$ cat config.mk
export PLATFORM = sky130hd
export DESIGN_NAME = dimm_burst_sequencer
export DESIGN_NICKNAME = d
export VERILOG_FILES = /design/src/rtl/dimm_burst_sequencer.sv
export SDC_FILE = /design/constraint.sdc
export NUM_CORES = 1
export LEC_CHECK = 0
export CORE_MARGIN = 5
export CORE_UTILIZATION = 55
export CTS_BUF_LIST = sky130_fd_sc_hd__clkbuf_8
export CTS_CLUSTER_DIAMETER = 80
export DETAILED_ROUTE_END_ITERATION = 8
export PLACE_DENSITY_LB_ADDON = 0.1
export SLEW_MARGIN = 20
export SYNTH_ARGS = -nofsm -noshare
export SYNTH_HDL_FRONTEND = slang
export SYNTH_SLANG_ARGS = --single-unit
$ cat constraint.sdc
create_clock -name clk -period 5.79 [get_ports clk]
set_clock_uncertainty 0.05 [all_clocks]
set_input_delay 1.158 -clock clk [delete_from_list [all_inputs] [get_ports clk]]
set_output_delay 1.158 -clock clk [all_outputs]
set_load 0.05 [all_outputs]
$ cat src/rtl/dimm_burst_sequencer.sv
// dimm_burst_sequencer: schedules decoded RD/RDA/WR/WRA column commands
// at CL/CWL into a slot pool, then drives one registered beat per clock.
//
// Ports:
//   clk, reset                 clock, async active-high reset
//   RD, RDA, WR, WRA           one-hot decoded command pulses
//   cs_n[RANKS]                active-low rank selects
//   bg, ba, A[16:0]            bank group, bank, address (col, A12 = BL8)
//   dq_oe / dq_we              read / write beat active
//   beat_col/rank/bg/ba        address of the current beat
//   beat_last, dqs_t, ap_done  last beat, beat strobe, auto-precharge done
//   qfull, busy                slot pool full, any activity
//   cs_err, ovf_err, ovl_err   one-cycle error pulses
module dimm_burst_sequencer #(
    parameter int RANKS      = 1,
    parameter int BGWIDTH    = 2,
    parameter int BAWIDTH    = 2,
    parameter int COLWIDTH   = 10,
    parameter int CL         = 5,
    parameter int CWL        = 4,
    parameter int BURST_MODE = 0,
    parameter int SLOTS      = 4,
    localparam int RKW       = (RANKS > 1) ? $clog2(RANKS) : 1
) (
    input  logic                clk,
    input  logic                reset,
    input  logic                RD,
    input  logic                RDA,
    input  logic                WR,
    input  logic                WRA,
    input  logic [RANKS-1:0]    cs_n,
    input  logic [BGWIDTH-1:0]  bg,
    input  logic [BAWIDTH-1:0]  ba,
    input  logic [16:0]         A,
    output logic                dq_oe,
    output logic                dq_we,
    output logic [COLWIDTH-1:0] beat_col,
    output logic [RKW-1:0]      beat_rank,
    output logic [BGWIDTH-1:0]  beat_bg,
    output logic [BAWIDTH-1:0]  beat_ba,
    output logic                beat_last,
    output logic                dqs_t,
    output logic                ap_done,
    output logic                qfull,
    output logic                busy,
    output logic                cs_err,
    output logic                ovf_err,
    output logic                ovl_err
);

    localparam int LMAX = (CL > CWL) ? CL : CWL;
    localparam int CNTW = $clog2(LMAX);
    localparam int SW   = (SLOTS > 1) ? $clog2(SLOTS) : 1;
    localparam logic [CNTW-1:0] RD_CNT = CNTW'(CL - 1);
    localparam logic [CNTW-1:0] WR_CNT = CNTW'(CWL - 1);

    typedef struct packed {
        logic                wr;
        logic                ap;
        logic                bl8;
        logic [RKW-1:0]      rank;
        logic [BGWIDTH-1:0]  bg;
        logic [BAWIDTH-1:0]  ba;
        logic [COLWIDTH-1:0] col;
        logic [CNTW-1:0]     cnt;
    } slot_t;

    function automatic logic [COLWIDTH-1:0] beat_col_f(
        input logic [COLWIDTH-1:0] c,
        input logic [2:0]          b,
        input logic                bl8
    );
        logic [COLWIDTH-1:0] r;
        r = c;
        if (bl8) r[2:0] = c[2:0] + b;
        else     r[1:0] = c[1:0] + b[1:0];
        return r;
    endfunction

    slot_t            slot_q [SLOTS];
    slot_t            slot_d [SLOTS];
    logic [SLOTS-1:0] vld_q, vld_d;

    // Command decode
    logic           cmd, cs_any, cs_multi, cs_one, cmd_bl8;
    logic [RKW-1:0] cmd_rank;
    slot_t          new_slot;
    logic           unused_a;

    assign unused_a = ^A;
    assign cmd      = RD | RDA | WR | WRA;
    assign cs_one   = cs_any & ~cs_multi;
    assign cmd_bl8  = (BURST_MODE == 0) ? 1'b1 :
                      (BURST_MODE == 1) ? 1'b0 : A[12];

    always_comb begin : cs_decode
        cs_any   = 1'b0;
        cs_multi = 1'b0;
        cmd_rank = '0;
        for (int r = 0; r < RANKS; r++) begin
            if (!cs_n[r]) begin
                if (cs_any) cs_multi = 1'b1;
                cs_any   = 1'b1;
                cmd_rank = RKW'(r);
            end
        end
    end

    always_comb begin : new_slot_build
        new_slot      = '0;
        new_slot.wr   = WR | WRA;
        new_slot.ap   = RDA | WRA;
        new_slot.bl8  = cmd_bl8;
        new_slot.rank = cmd_rank;
        new_slot.bg   = bg;
        new_slot.ba   = ba;
        new_slot.col  = A[COLWIDTH-1:0];
        new_slot.cnt  = (WR | WRA) ? WR_CNT : RD_CNT;
    end

    // Launch detection; reads beat writes, then lowest index
    logic [SLOTS-1:0] launch;
    logic             rd_found, any_found, multi_launch;
    logic [SW-1:0]    rd_idx, any_idx, win_idx;
    slot_t            win;

    always_comb begin : arb
        launch    = '0;
        rd_found  = 1'b0;
        any_found = 1'b0;
        rd_idx    = '0;
        any_idx   = '0;
        for (int i = 0; i < SLOTS; i++) begin
            if (vld_q[i] && slot_q[i].cnt == '0) begin
                launch[i] = 1'b1;
                if (!any_found) begin
                    any_found = 1'b1;
                    any_idx   = SW'(i);
                end
                if (!rd_found && !slot_q[i].wr) begin
                    rd_found = 1'b1;
                    rd_idx   = SW'(i);
                end
            end
        end
        win_idx      = rd_found ? rd_idx : any_idx;
        multi_launch = |(launch & (launch - SLOTS'(1)));
        win          = slot_q[win_idx];
    end

    // Slot pool update; a launching slot is free for this cycle's command
    logic          free_found;
    logic [SW-1:0] free_idx;
    logic          cs_err_d, ovf_err_d;

    always_comb begin : slot_next
        vld_d      = vld_q;
        slot_d     = slot_q;
        cs_err_d   = 1'b0;
        ovf_err_d  = 1'b0;
        free_found = 1'b0;
        free_idx   = '0;
        for (int i = 0; i < SLOTS; i++) begin
            if (vld_q[i]) begin
                if (launch[i]) vld_d[i] = 1'b0;
                else slot_d[i].cnt = slot_q[i].cnt - CNTW'(1);
            end
            if ((!vld_q[i] || launch[i]) && !free_found) begin
                free_found = 1'b1;
                free_idx   = SW'(i);
            end
        end
        if (cmd) begin
            if (cs_multi) begin
                cs_err_d = 1'b1;
            end else if (cs_one) begin
                if (free_found) begin
                    vld_d[free_idx]  = 1'b1;
                    slot_d[free_idx] = new_slot;
                end else begin
                    ovf_err_d = 1'b1;
                end
            end
        end
    end

    // Beat engine; output registers hold the current beat
    logic                in_prog, launch_ok;
    logic [2:0]          idx_q, idx_d;
    logic                len8_q, len8_d, ap_q, ap_d;
    logic [COLWIDTH-1:0] col_q, col_d;
    logic                oe_q, oe_d, we_q, we_d;
    logic [COLWIDTH-1:0] bcol_q, bcol_d;
    logic [RKW-1:0]      brank_q, brank_d;
    logic [BGWIDTH-1:0]  bbg_q, bbg_d;
    logic [BAWIDTH-1:0]  bba_q, bba_d;
    logic                last_q, last_d, dqs_q, dqs_d, apd_q, apd_d;
    logic                qfull_q, qfull_d, busy_q, busy_d;
    logic                cserr_q, ovf_q, ovl_q, ovl_d;

    always_comb begin : burst_next
        in_prog   = (oe_q | we_q) & ~last_q;
        launch_ok = any_found & ~in_prog;
        ovl_d     = any_found & (in_prog | multi_launch);
        oe_d      = 1'b0;
        we_d      = 1'b0;
        idx_d     = '0;
        len8_d    = 1'b0;
        ap_d      = 1'b0;
        col_d     = '0;
        bcol_d    = '0;
        brank_d   = '0;
        bbg_d     = '0;
        bba_d     = '0;
        unique case (1'b1)
            launch_ok: begin
                oe_d    = ~win.wr;
                we_d    = win.wr;
                len8_d  = win.bl8;
                ap_d    = win.ap;
                col_d   = win.col;
                bcol_d  = win.col;
                brank_d = win.rank;
                bbg_d   = win.bg;
                bba_d   = win.ba;
            end
            in_prog: begin
                oe_d    = oe_q;
                we_d    = we_q;
                idx_d   = idx_q + 3'd1;
                len8_d  = len8_q;
                ap_d    = ap_q;
                col_d   = col_q;
                bcol_d  = beat_col_f(col_q, idx_d, len8_q);
                brank_d = brank_q;
                bbg_d   = bbg_q;
                bba_d   = bba_q;
            end
            default: ;
        endcase
        last_d  = (oe_d | we_d) & (idx_d == (len8_d ? 3'd7 : 3'd3));
        apd_d   = last_d & ap_d;
        dqs_d   = (oe_d | we_d) & ~dqs_q;
        qfull_d = &vld_d;
        busy_d  = (|vld_d) | oe_d | we_d;
    end

    always_ff @(posedge clk or posedge reset) begin
        if (reset) begin
            vld_q <= '0;
            for (int i = 0; i < SLOTS; i++) slot_q[i] <= '0;
            idx_q   <= '0;
            len8_q  <= 1'b0;
            ap_q    <= 1'b0;
            col_q   <= '0;
            oe_q    <= 1'b0;
            we_q    <= 1'b0;
            bcol_q  <= '0;
            brank_q <= '0;
            bbg_q   <= '0;
            bba_q   <= '0;
            last_q  <= 1'b0;
            dqs_q   <= 1'b0;
            apd_q   <= 1'b0;
            qfull_q <= 1'b0;
            busy_q  <= 1'b0;
            cserr_q <= 1'b0;
            ovf_q   <= 1'b0;
            ovl_q   <= 1'b0;
        end else begin
            vld_q <= vld_d;
            for (int i = 0; i < SLOTS; i++) slot_q[i] <= slot_d[i];
            idx_q   <= idx_d;
            len8_q  <= len8_d;
            ap_q    <= ap_d;
            col_q   <= col_d;
            oe_q    <= oe_d;
            we_q    <= we_d;
            bcol_q  <= bcol_d;
            brank_q <= brank_d;
            bbg_q   <= bbg_d;
            bba_q   <= bba_d;
            last_q  <= last_d;
            dqs_q   <= dqs_d;
            apd_q   <= apd_d;
            qfull_q <= qfull_d;
            busy_q  <= busy_d;
            cserr_q <= cs_err_d;
            ovf_q   <= ovf_err_d;
            ovl_q   <= ovl_d;
        end
    end

    assign dq_oe     = oe_q;
    assign dq_we     = we_q;
    assign beat_col  = bcol_q;
    assign beat_rank = brank_q;
    assign beat_bg   = bbg_q;
    assign beat_ba   = bba_q;
    assign beat_last = last_q;
    assign dqs_t     = dqs_q;
    assign ap_done   = apd_q;
    assign qfull     = qfull_q;
    assign busy      = busy_q;
    assign cs_err    = cserr_q;
    assign ovf_err   = ovf_q;
    assign ovl_err   = ovl_q;

endmodule

==> flow_summary.toml, run 1 <==
[worst_setup_path]
r2r-end = "beat_col[5]"
timing.rr.start = "slot_q[42]"
arrival_ps = 3570
crit_path_max_incr_delay_ps = 680
critPathMaxFanout = 19
cp-end-kind = "flip-flop"
cp-start-kind = "input port"
critPathKind = "in2reg"
critPathSlowestCell = "nand2_1"
r2r_cells = 8
r2r_slack_ps = 3060
required_ps = 6050
worstPathCellList = "clkdlybuf4s50_1 > or4_1 > nand4_1 > nor2_1 > nand2_1 > mux2_2"

[timing]
tightestPinTransition_ps = 886
setup_tns_ps = 0
setup_viol = 0
rsz0062_at_grt = "no"
max_freq_mhz = 302
slew_violations = 0
finalCriticalPeriod_ps = 3310
relSlewSlack_pct = 40.8
finalHoldViolations = 0
fin_crit_sh_pct = 57.1

[placed_design]
numPortBuffers = 43
place_area_um2 = 6100
gp_congestion = 0.845
place_hpwl_um = 6920

[power_and_ir_drop]
total_power_uw = 4000
ir_worst_vdd_mv = 0.293
cellPowerDensity_nw_per_um2 = 619
leakage_uw = 0.00298

[routing]
viasPerCell = 5.50
drtPass1Iterations = 4
drt_iter0_drc = 155
drt-wirelength-per-cell_um = 16.6
num_vias = 3538
routed_wirelength_um = 10600
ant_nets = 0
drc = 0

[clock_network]
h-tree-depth = 4
cts_resized = 0
cts_tree = "done"
clock_latency_ps = 430
cts_buffers = 17
cts_buffer_depth = 2
cts_setup_buffers = 0
cts_root_buffer = "clkbuf_8"
path_clk_slew_ps = 70
hold_buffers = 0
cts_num_sinks = 122

[global_route]
grt_pass1_vias = 3840
grt_remaining_overflow = 0
grt_max_degree = 87
grt_usage_pct = 18.6
grt_pass1_wl_um = 18500
grt_antenna_before_repair = 0

[floorplanning]
fp.coreArea_um2 = 9820
fp.dieArea_um2 = 12200
num_io_pins = 53
fp.dieW_um = 111
die_h_um = 111
rows = 36
start_util_pct = 56.7

[cells_and_area]
finalInstanceArea_um2 = 6460
drive_gt1_share_pct = 17.1
fin_nets = 536
num_antenna_cells = 0
fillers = 781
syn_to_final_growth_pct = 16.1

[synth]
syn_inst = 445
ys_warn_count = 0
synth_seq_cells = 122
netlist_area_um2 = 5570
seq_area_frac_synth_pct = 54.8
synth_area_per_cell_um2 = 12.5
yosysUniqueCellTypes = 61
synth-main-ff-cell = "dfrtp_1"
synth_edf_count = 0
synth-async-reset-ratio_pct = 100

[job]
cap_violations = 0

[min_path]
hold-path-cell-count = 1
hp-start = "dqs_t"
min_to = "dqs_t"
min-delay-path-class = "reg2reg"

[outcome]
outcome = "completed"
[per-stage QoR]
stage	hold WS [ps]	utilization [%]	cells	worst slack, ps
2_1_floorplan	383	-	446	1340
3_3_place_gp	368	62.1	611	2010
3_5_place_dp	371	62.1	611	2050
4_1_cts	380	65.8	643	2520
5_1_grt	390	65.8	643	2400
6_report	379	65.8	643	2480
[cells in the final DEF (no fill, tap or decap), drive strengths merged, types with 5 or more instances in the layout]
cell type / count
clkinv: 7
nor3: 6
clkbuf: 18
ha: 10
nand3: 8
clkdlybuf4s50: 43
nor2: 22
a21o: 21
or2: 5
inv: 21
o21ai: 21
o22ai: 14
mux2: 59
a21oi: 9
nand2b: 6
dfrtp: 122
mux2i: 32
nand2: 25
[synth_stat cells, types with 3 or more instances]
master / n / area, um2
a21boi_0: 3 / 22.5
a21o_1: 21 / 158
a21oi_1: 8 / 40.0
and2_1: 3 / 18.8
buf_2: 4 / 20.0
buf_4: 5 / 37.5
clkbuf_1: 3 / 11.3
dfrtp_1: 122 / 3050
ha_1: 10 / 125
inv_1: 18 / 67.6
mux2_1: 26 / 293
mux2_2: 28 / 315
mux2_4: 5 / 75.1
mux2i_1: 32 / 320
nand2_1: 22 / 82.6
nand2_2: 3 / 18.8
nand2b_1: 6 / 37.5
nand3_1: 7 / 35.0
nand3b_1: 3 / 22.5
nor2_1: 22 / 82.6
nor3_1: 5 / 25.0
o211ai_1: 4 / 30.0
o21ai_0: 16 / 80.1
o21ai_1: 5 / 25.0
o221ai_1: 3 / 26.3
o22ai_1: 11 / 68.8
o22ai_2: 3 / 37.5
or2_2: 4 / 25.0
xnor2_1: 3 / 26.3
[layer usage]
| layer | part of all wire [%] | vias to the layer above | GRT usage, % |
|---|---|---|---|
| met3 | 4.2 | 17 | 4.87 |
| li1 | - | 1700 | - |
| met1 | 46 | 1761 | 23.8 |
| met4 | 1.3 | 0 | 5.99 |
| met2 | 48 | 60 | 31.1 |
| met5 | 0 | - | 0 |
[critical path: cells and delay by family]
kind | cells | cell delay, ps
and+or+nand+nor | 4 | 1530
buffers and inverters | 1 | 450
muxes | 1 | 420
[logic make-up (layout without fill, tap and decap cells)]
logic type | after synthesis | count (layout) | share of synthesized area (%)
fa+ha+maj | 11 | 11 | 2.61
simple gates | 93 | 93 | 8.90
flops | 122 | 122 | 54.8
xor+xnor | 4 | 4 | 0.629
other cells | 1 | 2 | 0.0674
mux | 91 | 91 | 18.0
compound gates | 90 | 90 | 11.7
buf+inv | 33 | 97 | 3.21
[worst max path at each step]
stage / endpoint / cells past startpoint / slack [ps] / start
after detailed placement: slot_q[31] / 6 / 2050 / RDA
after CTS: slot_q[31] / 6 / 2520 / RDA
after global routing: slot_q[26] / 6 / 2400 / RDA
after floorplan: ap_done / 1 / 1340 / reset
after global placement: slot_q[31] / 6 / 2010 / RDA
final: slot_q[31] / 6 / 2480 / RDA
[cell type report]
class	count	area (um2)	area share (%)
multi-input combinational	291	2350	36.4
inverter	18	72.6	1.12
clock inverter	14	110	1.70
tap	133	166	2.58
sequential	122	3050	47.2
timing repair buffer	47	460	7.12
clock buffer	18	248	3.83
[where the power goes]
part,total [uW],switching (uW),internal [uW]
Sequential,1440,205,1240
Clock,679,336,343
Combinational,1880,1040,844
Total,4000,1580,2420
[state kept, by name, summed over array words and instances (netlist names)]
register / cells
slot_q: 80
beat_col: 10
col_q: 10
vld_q: 4
idx_q: 3
beat_ba: 2
beat_bg: 2
ap_done: 1
ap_q: 1
beat_last: 1
busy: 1
dq_oe: 1
dq_we: 1
dqs_t: 1
len8_q: 1
ovf_err: 1
ovl_err: 1
qfull: 1
Power figures use the tool's default switching activity.
==> run 2, diff against run 1 <==
==> constraint.sdc (replaced) <==
create_clock -name clk -period 3.4 [get_ports clk]
set_clock_uncertainty 0.05 [all_clocks]
set_input_delay 0.68 -clock clk [delete_from_list [all_inputs] [get_ports clk]]
set_output_delay 0.68 -clock clk [all_outputs]
set_load 0.05 [all_outputs]
==> flow_summary.toml, run 2 (synthesis results as in run 1) <==
[timing]
max_freq_mhz = 376
tightestPinTransition_ps = 634
rsz0062_at_grt = "no"
slew_violations = 0
setup_viol = 0
relSlewSlack_pct = 57.6
setup_tns_ps = 0
fin_crit_sh_pct = 78.3
finalCriticalPeriod_ps = 2660
finalHoldViolations = 0
setup_ws_ps = 738

[power_and_ir_drop]
p_int_uw = 4240
p_seq_share_pct = 35.6
leakage_uw = 0.00300
p_switching_uw = 2660
ir_worst_vdd_mv = 0.560
combinationalPowerShare_pct = 46.5
sw_frac_of_total_pct = 38.5
cellPowerDensity_nw_per_um2 = 1050
clkPwrFrac_pct = 18.0

[worst_setup_path]
r2r_slack_ps = 740
startpoint = "slot_q[21]"
timing.critical_path.to = "col_q[8]"
critPathSlowestCell = "buf_4"
cp-end-kind = "flip-flop"
arrival_ps = 2920
timing.rr.start = "slot_q[21]"
crit_path_max_incr_delay_ps = 470
critPathMaxFanout = 29
r2r_cells = 9
worst-path-buf-inv = 2
r2r-end = "col_q[8]"
required_ps = 3660
worstPathCellList = "inv_1 > ha_1 > and4bb_2 > o32a_1 > o221ai_4 > buf_4 > mux2i_1 > o22ai_1 > a21o_1"
cp_top_family = "compound AO/OA/AOI/OAI gates"
critPathKind = "reg2reg"
cp.depth = 9
cp-start-kind = "flip-flop"

[global_route]
grt_pass1_vias = 3646
grt_remaining_overflow = 0
grt_usage_pct = 17.9
grt_pass1_wl_um = 17800
grt_max_degree = 51
grt_antenna_before_repair = 0

[cells_and_area]
fin_cells = 646
layout_common_cells = "dfrtp_1 (122), clkdlybuf4s50_1 (43), mux2i_1 (32)"
fin_nets = 540
drive_gt1_share_pct = 18.1
fillers = 765
num_antenna_cells = 0
post-route-util_pct = 66.6
final_common_cell = "dfrtp_1"
largest_reg_flops = 80
top_register = "slot_q"
finalInstanceArea_um2 = 6540
syn_to_final_growth_pct = 17.6

[floorplanning]
fp.dieW_um = 111
rows = 36
die_h_um = 111
start_util_pct = 56.7
fp.coreArea_um2 = 9820
fp.dieArea_um2 = 12200
num_io_pins = 53

[clock_network]
cts_resized = 0
cts_buffer_depth = 2
cts_setup_buffers = 0
h-tree-depth = 4
cts_buffers = 17
hold_buffers = 0
clock_latency_ps = 420
cts_num_sinks = 122
cts_root_buffer = "clkbuf_8"
path_clk_slew_ps = 70
cts_tree = "done"

[routing]
drtPass1Iterations = 4
drt_iter0_drc = 110
drc = 0
routed_wirelength_um = 10300
viasPerCell = 5.48
drt-wirelength-per-cell_um = 15.9
ant_nets = 0
num_vias = 3541

[placed_design]
place_area_um2 = 6160
gp_congestion = 0.819
numPortBuffers = 43
place_ws_ps = 402
dp.cells = 615
place_hpwl_um = 6920

[job]
cap_violations = 0

[min_path]
min-delay-path-class = "reg2reg"

[outcome]
outcome = "completed"
-- run 2: changes by cell type in the layout (fill, tap and decap cells not counted), sizes merged --
cell,previous run,this run
clkinv,7,5
clkbuf,18,19
inv,21,18
clkinvlp,3,5
bufinv,1,2
buf,4,8
-- run 2: cell type report --
| type | count | area, um2 | share of cell area [%] |
|---|---|---|---|
| multi-input combinational | 291 | 2350 | 35.9 |
| tap | 133 | 166 | 2.54 |
| clock buffer | 19 | 262 | 4.00 |
| inverter | 18 | 71.3 | 1.09 |
| timing repair buffer | 51 | 515 | 7.88 |
| clock inverter | 12 | 124 | 1.89 |
| sequential | 122 | 3050 | 46.7 |
-- run 2: how the worst min path moves through the flow --
stage               start    endpoint  slack, ps  cells past startpoint
2_1_floorplan  slot_q[18]  slot_q[18]        380                      1
3_3_place_gp        dqs_t       dqs_t        370                      1
3_5_place_dp        dqs_t       dqs_t        370                      1
4_1_cts             dqs_t       dqs_t        380                      1
5_1_grt             dqs_t       dqs_t        390                      1
6_report            dqs_t       dqs_t        380                      1
-- run 2: metrics by stage --
step	hold slack (ps)	power (uW)
2_1_floorplan	383	5000
3_3_place_gp	368	5590
3_5_place_dp	374	5710
4_1_cts	383	6980
5_1_grt	393	7430
6_report	383	6900
-- run 2: routing by layer --
| layer | vias to the layer above | global-route usage (%) | share of wire [%] |
|---|---|---|---|
| li1 | 1705 | - | - |
| met1 | 1760 | 23.7 | 46 |
| met2 | 62 | 28.6 | 49 |
| met3 | 14 | 4.54 | 4.0 |
| met4 | 0 | 6.65 | 1.4 |
| met5 | - | 0 | 0 |
-- run 2: power by group through the flow --
| stage | logic (uW) | clock network, uW | registers, uW |
|---|---|---|---|
| floorplan | 2330 | 0 | 2680 |
| global placement | 3150 | 0 | 2440 |
| detailed placement | 3230 | 0 | 2480 |
| CTS | 3250 | 1280 | 2450 |
| global route | 3540 | 1350 | 2530 |
| finish | 3200 | 1240 | 2450 |
